<file path="src/rtl/pc_unit_if.sv">
// Fetch-PC bus between the core control logic (master) and the PC unit (slave).
interface pc_unit_if #(
   parameter int unsigned XLEN      = 32,
   parameter int unsigned RAS_DEPTH = 4
);

   localparam int unsigned CntW = $clog2(RAS_DEPTH) + 1;

   // Control-flow requests into the PC unit
   logic            stall;
   logic            trap_valid;
   logic [XLEN-1:0] trap_vec;
   logic [1:0]      ex_op;
   logic            ex_taken;
   logic [XLEN-1:0] ex_pc;
   logic [XLEN-1:0] ex_imm;
   logic [XLEN-1:0] ex_alu;
   logic            ex_link;
   logic            id_ret;

   // Fetch-side results from the PC unit
   logic [XLEN-1:0] pc;
   logic            pc_valid;
   logic            flush;
   logic            misalign;
   logic [CntW-1:0] ras_count;

   modport master (
      output stall, trap_valid, trap_vec, ex_op, ex_taken, ex_pc, ex_imm, ex_alu,
             ex_link, id_ret,
      input  pc, pc_valid, flush, misalign, ras_count
   );

   modport slave (
      input  stall, trap_valid, trap_vec, ex_op, ex_taken, ex_pc, ex_imm, ex_alu,
             ex_link, id_ret,
      output pc, pc_valid, flush, misalign, ras_count
   );

endinterface

</file>
<file path="src/rtl/pc_unit.sv">
// Fetch-PC generator: boot FSM, prioritised next-PC selection and a circular
// return-address stack used to predict returns decoded in ID.
module pc_unit #(
   parameter int unsigned     XLEN      = 32,
   parameter logic [XLEN-1:0] RESET_PC  = '0,
   parameter int unsigned     RAS_DEPTH = 4
) (
   input logic        clk,
   input logic        rst,
   pc_unit_if.slave   bus
);

   localparam int unsigned PtrW = $clog2(RAS_DEPTH);
   localparam int unsigned CntW = PtrW + 1;

   localparam logic [1:0] OpNone   = 2'b00;
   localparam logic [1:0] OpBranch = 2'b01;
   localparam logic [1:0] OpJal    = 2'b10;
   localparam logic [1:0] OpJalr   = 2'b11;

   typedef enum logic [0:0] {StBoot, StRun} state_e;

   state_e          state_q, state_d;
   logic [XLEN-1:0] pc_q, pc_d;

   // RAS: ptr_q is the next slot to write; the top of stack sits at ptr_q - 1.
   logic [XLEN-1:0] ras_q [RAS_DEPTH];
   logic [XLEN-1:0] ras_d [RAS_DEPTH];
   logic [PtrW-1:0] ptr_q, ptr_d;
   logic [CntW-1:0] cnt_q, cnt_d;

   logic            run;
   logic            ex_redirect;
   logic [XLEN-1:0] ex_target;
   logic [XLEN-1:0] link_addr;
   logic [PtrW-1:0] ptr_top;
   logic [XLEN-1:0] ras_top;
   logic            ras_hit;
   logic            flush;
   logic            misalign;
   logic            do_push;
   logic            do_pop;
   logic            do_clear;

   // Decode the EX-stage control-flow request and the RAS prediction candidate
   always_comb begin
      run         = (state_q == StRun);
      ex_redirect = 1'b0;
      unique case (bus.ex_op)
         OpNone:   ex_redirect = 1'b0;
         OpBranch: ex_redirect = bus.ex_taken;
         OpJal:    ex_redirect = 1'b1;
         OpJalr:   ex_redirect = 1'b1;
         default:  ex_redirect = 1'b0;
      endcase
      if (bus.ex_op == OpJalr) begin
         ex_target = {bus.ex_alu[XLEN-1:1], 1'b0};
      end else begin
         ex_target = bus.ex_pc + bus.ex_imm;
      end
      link_addr = bus.ex_pc + XLEN'(4);
      ptr_top   = ptr_q - PtrW'(1);
      ras_top   = ras_q[ptr_top];
      ras_hit   = bus.id_ret && (cnt_q != '0);
   end

   // Boot sequencing and next-PC priority: trap > EX redirect > RAS > stall > +4
   always_comb begin
      state_d  = state_q;
      pc_d     = pc_q;
      flush    = 1'b0;
      misalign = 1'b0;
      do_push  = 1'b0;
      do_pop   = 1'b0;
      do_clear = 1'b0;
      unique case (state_q)
         StBoot: begin
            state_d = StRun;
         end
         StRun: begin
            if (bus.trap_valid) begin
               pc_d     = bus.trap_vec;
               flush    = 1'b1;
               do_clear = 1'b1;
            end else if (ex_redirect) begin
               pc_d     = ex_target;
               flush    = 1'b1;
               misalign = ex_target[1];
               do_push  = bus.ex_op[1] && bus.ex_link;
            end else if (ras_hit) begin
               pc_d   = ras_top;
               flush  = 1'b1;
               do_pop = 1'b1;
            end else if (bus.stall) begin
               pc_d = pc_q;
            end else begin
               pc_d = pc_q + XLEN'(4);
            end
         end
         default: begin
            state_d = StBoot;
         end
      endcase
   end

   // RAS update: trap clears occupancy, push overwrites oldest when full
   always_comb begin
      ras_d = ras_q;
      ptr_d = ptr_q;
      cnt_d = cnt_q;
      if (do_clear) begin
         cnt_d = '0;
      end else if (do_push) begin
         ras_d[ptr_q] = link_addr;
         ptr_d        = ptr_q + PtrW'(1);
         if (cnt_q != CntW'(RAS_DEPTH)) begin
            cnt_d = cnt_q + CntW'(1);
         end
      end else if (do_pop) begin
         ptr_d = ptr_top;
         cnt_d = cnt_q - CntW'(1);
      end
   end

   // State, PC and RAS registers with asynchronous active-high reset
   always_ff @(posedge clk or posedge rst) begin
      if (rst) begin
         state_q <= StBoot;
         pc_q    <= RESET_PC;
         ptr_q   <= '0;
         cnt_q   <= '0;
         for (int i = 0; i < int'(RAS_DEPTH); i++) begin
            ras_q[i] <= '0;
         end
      end else begin
         state_q <= state_d;
         pc_q    <= pc_d;
         ptr_q   <= ptr_d;
         cnt_q   <= cnt_d;
         for (int i = 0; i < int'(RAS_DEPTH); i++) begin
            ras_q[i] <= ras_d[i];
         end
      end
   end

   // Drive the fetch-side outputs
   always_comb begin
      bus.pc        = pc_q;
      bus.pc_valid  = run;
      bus.flush     = flush;
      bus.misalign  = misalign;
      bus.ras_count = cnt_q;
   end

endmodule

</file>
<file path="src/flat_wrapper.sv">
// flat-port wrapper written by rule: the top's interface ports become plain ports
module pc_unit_flat 
#(
   parameter int unsigned     XLEN      = 32,
   parameter logic [XLEN-1:0] RESET_PC  = '0,
   parameter int unsigned     RAS_DEPTH = 4
)
  (clk, rst, bus_stall, bus_trap_valid, bus_trap_vec, bus_ex_op, bus_ex_taken, bus_ex_pc, bus_ex_imm, bus_ex_alu, bus_ex_link, bus_id_ret, bus_pc, bus_pc_valid, bus_flush, bus_misalign, bus_ras_count);
  pc_unit_if #(.XLEN(XLEN), .RAS_DEPTH(RAS_DEPTH)) bus_i ();
  input logic clk;
  input logic rst;
  input wire logic [$bits(bus_i.stall)-1:0] bus_stall;
  input wire logic [$bits(bus_i.trap_valid)-1:0] bus_trap_valid;
  input wire logic [$bits(bus_i.trap_vec)-1:0] bus_trap_vec;
  input wire logic [$bits(bus_i.ex_op)-1:0] bus_ex_op;
  input wire logic [$bits(bus_i.ex_taken)-1:0] bus_ex_taken;
  input wire logic [$bits(bus_i.ex_pc)-1:0] bus_ex_pc;
  input wire logic [$bits(bus_i.ex_imm)-1:0] bus_ex_imm;
  input wire logic [$bits(bus_i.ex_alu)-1:0] bus_ex_alu;
  input wire logic [$bits(bus_i.ex_link)-1:0] bus_ex_link;
  input wire logic [$bits(bus_i.id_ret)-1:0] bus_id_ret;
  output wire logic [$bits(bus_i.pc)-1:0] bus_pc;
  output wire logic [$bits(bus_i.pc_valid)-1:0] bus_pc_valid;
  output wire logic [$bits(bus_i.flush)-1:0] bus_flush;
  output wire logic [$bits(bus_i.misalign)-1:0] bus_misalign;
  output wire logic [$bits(bus_i.ras_count)-1:0] bus_ras_count;
  assign bus_i.stall = bus_stall;
  assign bus_i.trap_valid = bus_trap_valid;
  assign bus_i.trap_vec = bus_trap_vec;
  assign bus_i.ex_op = bus_ex_op;
  assign bus_i.ex_taken = bus_ex_taken;
  assign bus_i.ex_pc = bus_ex_pc;
  assign bus_i.ex_imm = bus_ex_imm;
  assign bus_i.ex_alu = bus_ex_alu;
  assign bus_i.ex_link = bus_ex_link;
  assign bus_i.id_ret = bus_id_ret;
  assign bus_pc = bus_i.pc;
  assign bus_pc_valid = bus_i.pc_valid;
  assign bus_flush = bus_i.flush;
  assign bus_misalign = bus_i.misalign;
  assign bus_ras_count = bus_i.ras_count;
  pc_unit #(.XLEN(XLEN), .RESET_PC(RESET_PC), .RAS_DEPTH(RAS_DEPTH)) u_core (.clk(clk), .rst(rst), .bus(bus_i));
endmodule
</file>
<file path="config.mk">
export PLATFORM = sky130hd
export DESIGN_NAME = pc_unit_flat
export DESIGN_NICKNAME = d
export VERILOG_FILES = /design/src/rtl/pc_unit_if.sv /design/src/rtl/pc_unit.sv /design/src/flat_wrapper.sv
export SDC_FILE = /design/constraint.sdc
export NUM_CORES = 1
export LEC_CHECK = 0
export CORE_ASPECT_RATIO = 0.8
export CORE_MARGIN = 2
export CORE_UTILIZATION = 49
export DETAILED_ROUTE_END_ITERATION = 7
export PLACE_DENSITY = 0.74
export SYNTH_ARGS = -nofsm -noshare
export SYNTH_HDL_FRONTEND = slang
export SYNTH_SLANG_ARGS = --single-unit
</file>
<file path="constraint.sdc">
create_clock -name clk -period 11.55 [get_ports clk]
set_input_delay 1.7325 -clock clk [delete_from_list [all_inputs] [get_ports clk]]
set_output_delay 1.7325 -clock clk [all_outputs]
set_load 0.03 [all_outputs]
</file>
==> results.yml <==
status:
  status: "finished, final reports clean"
sta:
  worstMarginPinSlew_ps: 960
  slew_headroom: 0.360
  report.final.slew_viol_count: 0
  period_share: 0.527
  tns_ps: 0
  finalSetupViolations: 0
  rsz0062_at_grt: "false"
  clock-skew-final_ps: 15.4
  min_period_ps: 6090
  fmax_ghz: 0.164
  hold_slack_ps: 476
  hold_viol: 0
finish:
  nets: 1524
  num_antenna_cells: 0
  drive_above_1_share: 0.0786
  fillCellCount: 1799
  areaGrowthSynthToFinish_pct: 23.6
pwr:
  peakVddDrop_mv: 0.119
  powerDensity_mw_per_mm2: 201
  p_leak_uw: 0.00539
yosys:
  post-synth-top-count-cell: "dfrtp_1"
  synthCells: 1214
  synth_common_cells: "dfrtp_1 (166), a21oi_1 (149), nor2_1 (147)"
  yosysWarnings: 0
  synth-edff-count: 0
  async_flop_share: 1.00
  syn_avg_cell_area_sq_um: 8.73
  synth_ff_type: "dfrtp_1"
  syn_nets: 1390
  syn-cell-area_sq_mm: 0.0106
  synth_top_area_frac: 0.392
  synth_seq_cells: 166
  ys_types: 66
  synth_area_leaders: "dfrtp_1 (39%), a21oi_1 (7.0%), mux4_2 (6.8%)"
  ys_seq_area_frac: 0.392
  synth_top_area_cell: "dfrtp_1"
worst_setup_path:
  crit_type: "input port to output port"
  end_kind: "output port"
  startpoint_type: "input port"
  worstPathRequired_ps: 9820
  arrival_ps: 4350
  cp_max_fo: 5
global_route:
  grt_pass1_vias: 9390
  grt_usage: 0.303
  grt_use_met3: 0.0809
  antenna_found_initial: 0
  grt_pass1_wl_um: 52900
  use_met2: 0.452
  grt_max_degree: 92
  grt-ovfl-total: 0
  busiest_layer: "met2"
  grtUsageMet1: 0.430
clock_network:
  clk_latency_ps: 450
  cts_resized: 0
  cts-buffers-inserted: 17
  cts_sinks: 166
  h-tree-depth: 4
  postCtsHoldBufs: 0
  cts_tree: "built"
  clockBufferDepth: 2
  post_cts_buffers: 0
  root_buffer: "clkbuf_16"
  clk_pin_slew_ps: 70
placement:
  routabilityCongestion: 0.938
  hpwlAfterDp_um: 24800
  port-buffer-count: 173
route:
  vias: 9981
  first_iter_violations: 1165
  antenna_left: 0
  avgViaCountPerCell: 6.10
  drt-total-wl_um: 34200
  wl_per_cell_um: 20.9
  detail_route.first_pass.iterations: 7
  drc_errors: 0
floorplan:
  die_area_sq_mm: 0.0228
  coreArea_sq_mm: 0.0214
  row_count: 48
  die_h_um: 136
  ios: 175
  die_w_um: 168
  initial_utilization: 0.496
worst_hold_path:
  hold_class: "flop to flop"
job:
  maxCapViolations: 0
## metal layers
| metal | wire length (um) | share of wire |
|---|---|---|
| met1 | 15100 | 0.44 |
| met2 | 14800 | 0.43 |
| met3 | 3420 | 0.10 |
| met4 | 969 | 0.028 |
| met5 | 0 | 0 |
## kinds of logic (layout without fill, tap and decap cells)
group | after synthesis | after routing | synth area share
muxes | 40 | 40 | 0.0763
xor gates and xnor gates | 75 | 75 | 0.0619
DFF | 166 | 166 | 0.392
other | 1 | 1 | 0.000354
buffers and inverters | 95 | 242 | 0.0348
and+or+nand+nor | 421 | 421 | 0.179
AOI/OAI and AO/OA | 377 | 377 | 0.208
adders and majority gates | 39 | 39 | 0.0474
## cell type report
| cell class | instances | area, sq um | share of cell area |
|---|---|---|---|
| Timing Repair Buffer | 187 | 1840 | 0.140 |
| Inverter | 23 | 91.3 | 0.00697 |
| Sequential cell | 166 | 4150 | 0.317 |
| Clock buffer | 17 | 425 | 0.0325 |
| Tap cell | 275 | 344 | 0.0263 |
| Multi-Input combinational cell | 953 | 6090 | 0.465 |
| Clock inverter | 15 | 156 | 0.0119 |
## state kept, by name (all words and copies together) (netlist names)
signal	count
u_core.ras_q	128
u_core.bus.pc	32
u_core.bus.ras_count	3
u_core.ptr_q	2
u_core.bus.pc_valid	1
## worst max-delay path: stages
cell,delay (ps)
clkdlybuf4s50_1,670
ha_1,270
inv_1,70
fa_1,440
nand2_1,70
o21ai_0,150
nor3_1,210
clkdlybuf4s50_1,720
## power by group
| part | internal [uW] | switching [uW] | total [uW] | leakage, uW |
|---|---|---|---|---|
| logic | 499 | 595 | 1090 | 0.00306 |
| registers | 821 | 153 | 974 | 0.00204 |
| clock network | 289 | 276 | 565 | 0.000289 |
| total | 1610 | 1020 | 2630 | 0.00539 |
## path summary, 6_finish.rpt
check | slack (ps) | start | end | cells past startpoint
max in group asynchronous | 8220 | rst | u_core.ras_q[68] | 3
setup / recovery | 5460 | bus_ex_pc[0] | bus_misalign | 8
hold reg to reg | 480 | u_core.ras_q[79] | u_core.ras_q[79] | 2
hold / removal | 480 | u_core.ras_q[79] | u_core.ras_q[79] | 2
setup reg to reg | 7940 | u_core.ptr_q[0] | u_core.bus.pc[25] | 10
min in group asynchronous | 1830 | rst | u_core.ras_q[123] | 2
## stage by stage
stage | instance area [sq um] | total power (uW) | worst slack (ps) | instances | util
3_3_place_gp | 12500 | 2010 | 5470 | 1604 | 0.586
6_report | 13100 | 2630 | 5460 | 1636 | 0.613
4_1_cts | 13100 | 2620 | 5500 | 1636 | 0.613
3_5_place_dp | 12500 | 2050 | 5500 | 1604 | 0.586
2_1_floorplan | 10600 | 1670 | 5330 | 1214 | -
5_1_grt | 13100 | 2780 | 5350 | 1636 | 0.613
## cell usage in the layout, fill, tap and decap left out, types with 7 or more instances in the layout
| cell type | synthesis | layout |
|---|---|---|
| a211oi_1 | 11 | 11 |
| a21o_1 | 17 | 17 |
| a21oi_1 | 149 | 148 |
| a221oi_1 | 11 | 11 |
| a31oi_1 | 10 | 10 |
| and3_1 | 20 | 18 |
| buf_4 | 0 | 14 |
| clkbuf_16 | 0 | 17 |
| clkdlybuf4s50_1 | 0 | 173 |
| dfrtp_1 | 166 | 166 |
| ha_1 | 37 | 36 |
| inv_1 | 23 | 22 |
| mux2_2 | 7 | 7 |
| mux4_2 | 32 | 32 |
| nand2_1 | 143 | 141 |
| nand3_1 | 48 | 48 |
| nand4_1 | 11 | 11 |
| nor2_1 | 147 | 147 |
| nor3_1 | 13 | 13 |
| o211ai_1 | 9 | 9 |
| o21a_1 | 8 | 8 |
| o21ai_0 | 119 | 119 |
| o22ai_1 | 8 | 8 |
| xnor2_1 | 29 | 29 |
| xor2_1 | 46 | 46 |
No activity file was read; power rests on OpenSTA's default activity.
